==> config.mk <==
export PLATFORM = sky130hd
export DESIGN_NAME = acc_drain_seq
export DESIGN_NICKNAME = d
export VERILOG_FILES = /design/src/rtl/acc_drain_seq.sv
export SDC_FILE = /design/constraint.sdc
export NUM_CORES = 1
export LEC_CHECK = 0
export ABC_AREA = 1
export CAP_MARGIN = 30
export CORE_AREA = 2 2 615 617
export CTS_CLUSTER_DIAMETER = 60
export DETAILED_ROUTE_END_ITERATION = 12
export DIE_AREA = 0 0 617 619
export PLACE_DENSITY = 0.3
export SYNTH_ARGS = -nofsm -noshare
export SYNTH_HDL_FRONTEND = slang
export SYNTH_SLANG_ARGS = --single-unit
export TNS_END_PERCENT = 50
==> constraint.sdc <==
create_clock -name clk -period 22 [get_ports clk]
set_input_delay 2.2 -clock clk [delete_from_list [all_inputs] [get_ports clk]]
set_output_delay 2.2 -clock clk [all_outputs]
set_load 0.005 [all_outputs]
==> src/rtl/acc_drain_seq.sv <==
`default_nettype none
// acc_drain_seq: walks NUM_COLS accumulator banks in lock-step and streams one row per beat.
// Build option CLEAR_ON_READ_EN: zero each bank row in the cycle right after it is captured.
module acc_drain_seq #(
   parameter int DEPTH_LOG2 = 8,
   parameter int NUM_COLS   = 16,
   parameter int ACC_WIDTH  = 32
) (
   input  logic                          clk,
   input  logic                          rst,
   input  logic                          start,
   input  logic [DEPTH_LOG2:0]           num_rows,
   output logic                          busy,
   output logic                          done,
   output logic [DEPTH_LOG2-1:0]         bank_addr,
   output logic                          bank_wr_en,
   output logic                          bank_acc_mode,
   output logic [NUM_COLS*ACC_WIDTH-1:0] bank_psum,
   input  logic [NUM_COLS*ACC_WIDTH-1:0] bank_rd_data,
   output logic                          m_valid,
   input  logic                          m_ready,
   output logic [NUM_COLS*ACC_WIDTH-1:0] m_data,
   output logic [DEPTH_LOG2-1:0]         m_row,
   output logic                          m_last
);

   localparam int                  W          = NUM_COLS * ACC_WIDTH;
   localparam logic [DEPTH_LOG2:0] C_MAX_ROWS = {1'b1, {DEPTH_LOG2{1'b0}}};

   typedef enum logic [1:0] {
      S_IDLE  = 2'd0,
      S_READ  = 2'd1,
`ifdef CLEAR_ON_READ_EN
      S_CLEAR = 2'd2,
`endif
      S_FLUSH = 2'd3
   } state_t;

   state_t                state_q;
   logic [DEPTH_LOG2:0]   row_q;
   logic [DEPTH_LOG2:0]   n_q;
   logic                  busy_q;
   logic                  done_q;
   logic                  valid_q;
   logic [W-1:0]          data_q;
   logic [DEPTH_LOG2-1:0] mrow_q;
   logic                  last_q;
   logic [DEPTH_LOG2-1:0] addr_q;

   logic [DEPTH_LOG2:0]   n_d;
   logic                  capture;
   logic                  last_hs;
   logic                  row_is_last;

   // Requests beyond the bank depth are clamped so the walk never wraps.
   assign n_d         = (num_rows > C_MAX_ROWS) ? C_MAX_ROWS : num_rows;
   assign capture     = !valid_q || m_ready;
   assign last_hs     = valid_q && m_ready && last_q;
   assign row_is_last = (row_q == n_q - 1'b1);

`ifdef CLEAR_ON_READ_EN
   logic wr_en_q;
   assign bank_wr_en = wr_en_q;
`else
   assign bank_wr_en = 1'b0;
`endif
   assign bank_acc_mode = 1'b0;
   assign bank_psum     = '0;

   always_ff @(posedge clk or posedge rst) begin
      if (rst) begin
         state_q <= S_IDLE;
         row_q   <= '0;
         n_q     <= '0;
         busy_q  <= 1'b0;
         done_q  <= 1'b0;
         valid_q <= 1'b0;
         data_q  <= '0;
         mrow_q  <= '0;
         last_q  <= 1'b0;
         addr_q  <= '0;
`ifdef CLEAR_ON_READ_EN
         wr_en_q <= 1'b0;
`endif
      end else begin
         done_q <= 1'b0;
         if (valid_q && m_ready) begin
            valid_q <= 1'b0;
         end
         case (state_q)
            S_IDLE: begin
               if (start) begin
                  if (num_rows == '0) begin
                     done_q <= 1'b1;
                  end else begin
                     n_q     <= n_d;
                     row_q   <= '0;
                     addr_q  <= '0;
                     busy_q  <= 1'b1;
                     state_q <= S_READ;
                  end
               end
            end
            S_READ: begin
               if (capture) begin
                  valid_q <= 1'b1;
                  data_q  <= bank_rd_data;
                  mrow_q  <= row_q[DEPTH_LOG2-1:0];
                  last_q  <= row_is_last;
`ifdef CLEAR_ON_READ_EN
                  wr_en_q <= 1'b1;
                  state_q <= S_CLEAR;
`else
                  if (row_is_last) begin
                     state_q <= S_FLUSH;
                  end else begin
                     row_q  <= row_q + 1'b1;
                     addr_q <= row_q[DEPTH_LOG2-1:0] + 1'b1;
                  end
`endif
               end
            end
`ifdef CLEAR_ON_READ_EN
            S_CLEAR: begin
               wr_en_q <= 1'b0;
               if (row_is_last) begin
                  // The last beat can already handshake while its row is being cleared.
                  if (last_hs) begin
                     done_q  <= 1'b1;
                     busy_q  <= 1'b0;
                     state_q <= S_IDLE;
                  end else begin
                     state_q <= S_FLUSH;
                  end
               end else begin
                  row_q   <= row_q + 1'b1;
                  addr_q  <= row_q[DEPTH_LOG2-1:0] + 1'b1;
                  state_q <= S_READ;
               end
            end
`endif
            S_FLUSH: begin
               if (last_hs) begin
                  done_q  <= 1'b1;
                  busy_q  <= 1'b0;
                  state_q <= S_IDLE;
               end
            end
            default: state_q <= S_IDLE;
         endcase
      end
   end

   assign busy      = busy_q;
   assign done      = done_q;
   assign bank_addr = addr_q;
   assign m_valid   = valid_q;
   assign m_data    = data_q;
   assign m_row     = mrow_q;
   assign m_last    = last_q;

endmodule
`default_nettype wire

==> flow_summary.toml, run 1 <==
[outcome]
outcome = "complete, no violations"

[cts]
post-cts-setup-buffers = 0
cts-hold-fix-buffers = 0
cts_tree = "yes"
ctsLongestPathBuffers = 4
path_clk_slew_ns = 0.05
cts_max_level = 3
cts.sinks = 544
cts_resized = 0
numCtsBuffers = 112
cts-root-buf = "clkbuf_16"
insertion_delay_ns = 0.82

[yosys]
ys_seq_area_frac = 0.5457
synthArstFlopShare = 1.000
ys_ff_latch = 544
yosys.cell_count.top_type = "nand2_1"
synthDistinctLibCells = 33
syn_inst = 2953
ys_warn_count = 0
synth.largest_area_cell = "dfrtp_1"
synth_edf_count = 0
synth_area_leaders = "dfrtp_1 (55%), nand2_1 (24%), buf_4 (16%), buf_2 (1.2%), clkbuf_1 (0.69%)"
synth_ff_type = "dfrtp_1"
avgSynthCellArea_um2 = 8.448
synth_common_cells = "nand2_1 (1,623), dfrtp_1 (544), buf_4 (522)"
synth_area_mm2 = 0.02495
yosys.area.top_type_share = 0.5457

[critical_path]
critPathRequiredTime_ns = 22.76
cp_slowest_cell = "buf_4"
r2r_setup_slack_ns = 17.44
crit_fanout = 106
start_kind = "input pin"
critPathKind = "in2reg"
cp_data_arrival_time_ns = 6.31
slowest_delay_ns = 0.70
crit_path_end_kind = "flip-flop"
ff2ff_path_depth = 9
rr_endpoint = "m_data[211]"
path_buf_inv = 6
cp_top_family = "buffers and inverters"
r2r-start = "state_q[1]"
path_cells = "clkdlybuf4s50_1 -> inv_1 -> nand2_1 -> nand2_4 -> inv_8 -> buf_4 -> buf_4 -> buf_4 -> nand2_1 -> nand2_1"

[placed_design]
port_buffers = 1056
dp_hpwl_um = 165200
place_area_mm2 = 0.03949
globalplace.congestion = 0.8632

[routing]
totalWireLength_um = 195600
vias = 22416
antenna_left = 0
drt_iter0_drc = 1218
wl_per_cell_um = 21.46
dr.pass1.iters = 5
route.detailed.drc = 0
vias_per_cell = 2.459

[global_route]
grt_overflow_total = 0
grt_max_degree = 131
antenna_found_initial = 95
grt_pass1_vias = 22512
grt_pass1_wl_um = 245900
track_usage = 0.09803

[finish]
nFillCells = 43167
drive_above_1_share = 0.05887
final_cell_area_mm2 = 0.04343
register_area_mm2 = 0.01361
fin_nets = 4552
multiInputGateArea_mm2 = 0.008700
syn_to_final_growth_pct = 74.08

[floorplanning]
core_area_mm2 = 0.3747
core.rowCount = 225
num_io_pins = 1571
design.die.area_mm2 = 0.3819
die_y_um = 619
fp.dieW_um = 617
start_util = 0.06658

[hold_path]
min_path_cells = 2
hold_path_class = "reg2reg"
worstHoldStart = "m_data[365]"
hold_end = "m_data[365]"

[timing]
post-route-period-util = 0.2525
tns_ns = 0
fmax_ghz = 0.1800
finalSetupViolCount = 0
rsz0062_at_grt = "false"
worstMarginPinSlew_ns = 1.027
final_max_slew_viol_count = 0
hold_viol = 0
fin_skew_ns = 0.07557
worst_slew_margin_rel = 0.3155
fin_crit_ns = 5.555

[power_and_ir_drop]
power_density_mw_per_mm2 = 147.0
power.leakage_nw = 19.48
peakVddDrop_uv = 64.05

[run]
cap_violations = 0
[cells in the final DEF, fill, tap and decap left out, types with 2 or more instances in the layout]
master	n
ha_1	5
dfrtp_1	544
nor2_1	25
nor2_4	2
nand3_2	2
clkinv_2	13
clkdlybuf4s50_1	1056
diode_2	12
buf_4	19
clkbuf_8	13
o21ai_0	17
nand4_1	3
inv_2	3
clkbuf_16	112
nand2_4	2
o22ai_1	2
xor2_1	7
nand3_1	24
a21oi_1	4
inv_1	32
nand2_2	5
clkinvlp_4	13
inv_8	2
nor2_2	3
buf_12	3
bufinv_16	13
clkinv_4	7
inv_6	24
nand2_1	1622
clkbuf_1	6
conb_1	514
[per-layer routing]
metal,part of all wire,global-route usage,up-vias,routed length [µm]
met5,0.0025,0,-,486
met4,0.025,0.02309,76,4943
met3,0.077,0.03304,299,15090
met2,0.52,0.1795,988,101900
met1,0.37,0.1079,10953,73210
li1,-,-,10100,-
[area by class of cell]
class | count | share of cell area
antenna | 12 | 0.0006915
inverter | 38 | 0.003630
tap | 4994 | 0.1439
sequential | 544 | 0.3135
clock inverter | 72 | 0.02014
timing repair buffer | 1079 | 0.2487
multi-input combinational | 2247 | 0.2003
clock buffer | 131 | 0.06918
[worst max-delay path by stage]
stage | endpoint | depth (start not counted) | from | slack [ns]
2_1_floorplan | busy | 1 | rst | 4.59
3_3_place_gp | m_data[175] | 10 | m_ready | 15.55
3_5_place_dp | m_data[237] | 10 | m_ready | 15.53
4_1_cts | m_data[211] | 10 | m_ready | 16.47
5_1_grt | m_data[191] | 10 | m_ready | 16.10
6_report | m_data[211] | 10 | m_ready | 16.45
[sequential cells by signal, indices dropped and copies added (netlist names)]
| signal | flops |
|---|---|
| busy | 1 |
| row_q | 9 |
| done | 1 |
| m_valid | 1 |
| n_q | 9 |
| m_row | 8 |
| m_last | 1 |
| m_data | 512 |
| state_q | 2 |
[worst register-to-register path: stages (launching register included)]
cell     delay [ns]
dfrtp_1        0.40
inv_1          0.09
ha_1           0.47
nand2_4        0.41
inv_8          0.58
buf_4          0.68
buf_4          0.75
buf_4          0.81
nand2_1        0.19
nand2_1        0.09
[metrics by stage]
step	utilization	instances	total power, mW	hold slack, ns	setup WS (ns)
floorplan	-	3466	2.732	0.4665	4.593
global placement	0.1053	8900	4.722	0.4624	15.55
detailed placement	0.1054	8901	4.701	0.4642	15.53
CTS	0.1157	9104	6.625	0.4810	16.47
global route	0.1158	9106	6.834	0.4936	16.10
finish	0.1159	9117	6.386	0.4740	16.45
[kinds of logic (layout without fill, tap and decap cells)]
family                   count (synthesis)  after routing  synth area share
AO/OA/AOI/OAI                           27             27          0.005868
XOR/XNOR                                 8              8          0.002809
adder cells (fa/ha/maj)                  5              5          0.002508
buffers and inverters                  675           1320            0.1831
flip-flops                             544            544            0.5457
other                                    1            526         0.0001503
AND/OR/NAND/NOR                       1693           1693            0.2599
[where the power goes]
part           switching (mW)  internal [mW]
sequential              0.369           1.48
combinational            1.57           1.15
clock                   0.685           1.14
total                    2.62           3.77
(Power assumes the default switching activity.)
==> run 2: changes to the inputs <==
==> constraint.sdc (replaced) <==
create_clock -name clk -period 5.6 [get_ports clk]
set_input_delay 0.56 -clock clk [delete_from_list [all_inputs] [get_ports clk]]
set_output_delay 0.56 -clock clk [all_outputs]
set_load 0.005 [all_outputs]
==> run 2 against run 1 <==
  * Critical path depth shrank 2
  * First-iteration DRC count grew 5.3%
  * Combinational power grew to 4.0 times the previous value
  * Sequential share of layout area is essentially flat
  * Core utilization is essentially flat
  * Total power grew to 3.9 times the previous value
  * Hold slack lost 0.29 ns
  * Critical endpoint is now m_data[111]
==> flow_summary.toml, run 2 (synthesis results as in run 1) <==
[floorplanning]
design.die.area_mm2 = 0.3819
core.rowCount = 225
core_area_mm2 = 0.3747
die_y_um = 619
start_util = 0.06658
num_io_pins = 1571
fp.dieW_um = 617

[routing]
vias_per_cell = 2.418
wl_per_cell_um = 20.78
drt_iter0_drc = 1283
antenna_left = 0
dr.pass1.iters = 6
route.detailed.drc = 0
vias = 22040
totalWireLength_um = 189400

[cts]
insertion_delay_ns = 0.88
cts-hold-fix-buffers = 0
cts-root-buf = "clkbuf_16"
cts_resized = 0
ctsLongestPathBuffers = 4
cts.sinks = 544
cts_tree = "yes"
path_clk_slew_ns = 0.06
cts_max_level = 3
post-cts-setup-buffers = 0
numCtsBuffers = 105

[timing]
fin_skew_ns = 0.09445
rsz0062_at_grt = "false"
fmax_ghz = 0.3096
finalSetupViolCount = 0
layout_setup_ws_ns = 2.370
final_max_slew_viol_count = 0
worstMarginPinSlew_ns = 1.029
fin_crit_ns = 3.230
post-route-period-util = 0.5769
hold_viol = 0
worst_slew_margin_rel = 0.3139

[power_and_ir_drop]
fin_total_pwr_mw = 24.92
power_density_mw_per_mm2 = 574.3
peakVddDrop_uv = 239.2
power.leakage_nw = 19.48

[global_route]
grt_pass1_vias = 22206
grt_pass1_wl_um = 239000
grt_overflow_total = 0
grt_max_degree = 152
antenna_found_initial = 84
track_usage = 0.09480

[critical_path]
critPathRequiredTime_ns = 6.41
startpoint = "state_q[1]"
r2r-start = "state_q[1]"
rr_endpoint = "m_data[111]"
cp_data_arrival_time_ns = 4.04
crit_end = "m_data[111]"
r2r_setup_slack_ns = 2.37
critPathKind = "reg2reg"
ff2ff_path_depth = 8
crit_path_end_kind = "flip-flop"
crit_fanout = 78
start_kind = "flip-flop"

[placed_design]
port_buffers = 1056
dp_hpwl_um = 160100
place_area_mm2 = 0.03974
place_ws_ns = 1.939
globalplace.congestion = 0.8642

[finish]
fin_nets = 4564
largest_register_ff_count = 512
syn_to_final_growth_pct = 73.96
final_cell_mix = "nand2_1 (1,622), clkdlybuf4s50_1 (1,056), dfrtp_1 (544)"
drive_above_1_share = 0.05861
final_cell_area_mm2 = 0.04340
nFillCells = 43198
final_common_cell = "nand2_1"

[run]
cap_violations = 0

[outcome]
outcome = "complete, no violations"

[hold_path]
hold_path_class = "in2async"
[run 2: area by class of cell]
cell class                      instances  area (µm²)  share of cell area
Inverter                               38       153.9            0.003546
Timing Repair Buffer                 1098       11020              0.2540
Clock buffer                          127        2850             0.06568
Clock inverter                         58       783.3             0.01805
Sequential cell                       544       13610              0.3137
Tap cell                             4994        6248              0.1440
Multi-Input combinational cell       2247        8700              0.2005
Antenna cell                           10       25.02           0.0005766
[run 2: worst min-delay path by stage]
stage | end
global route | m_data[114]
finish | m_data[25]
detailed placement | m_data[175]
floorplan | state_q[1]
CTS | m_data[105]
global placement | m_data[113]
[run 2: through the flow]
stage / hold WS (ns) / TNS, ns / utilization / cells
5_1_grt: 0.1677 / 0 / 0.1157 / 9106
3_3_place_gp: 0.4632 / 0 / 0.1061 / 8921
4_1_cts: 0.1027 / 0 / 0.1157 / 9106
2_1_floorplan: 0.4665 / -1283.80 / - / 3466
3_5_place_dp: 0.4641 / 0 / 0.1061 / 8921
6_report: 0.1888 / 0 / 0.1158 / 9116
[run 2: worst max-delay path, cell delays in order, from the launching register on]
cell	delay, ns
dfrtp_1	0.40
inv_1	0.09
ha_1	0.47
nand2_4	0.44
inv_8	0.63
buf_4	0.60
buf_4	0.26
nand2_1	0.07
nand2_1	0.05
[run 2: metal layers]
| layer | global-route usage | part of all wire | wire length [µm] |
|---|---|---|---|
| met1 | 0.1067 | 0.39 | 73360 |
| met5 | 0 | 0.0025 | 476 |
| met2 | 0.1705 | 0.51 | 96580 |
| met4 | 0.02166 | 0.024 | 4599 |
| met3 | 0.03258 | 0.076 | 14380 |
[run 2: power breakdown]
part / switching [mW] / leakage, nW / internal (mW) / total [mW]
combinational: 6.29 / 11.0 / 4.62 / 10.9
clock: 2.52 / 1.75 / 4.27 / 6.79
sequential: 1.42 / 6.77 / 5.81 / 7.23
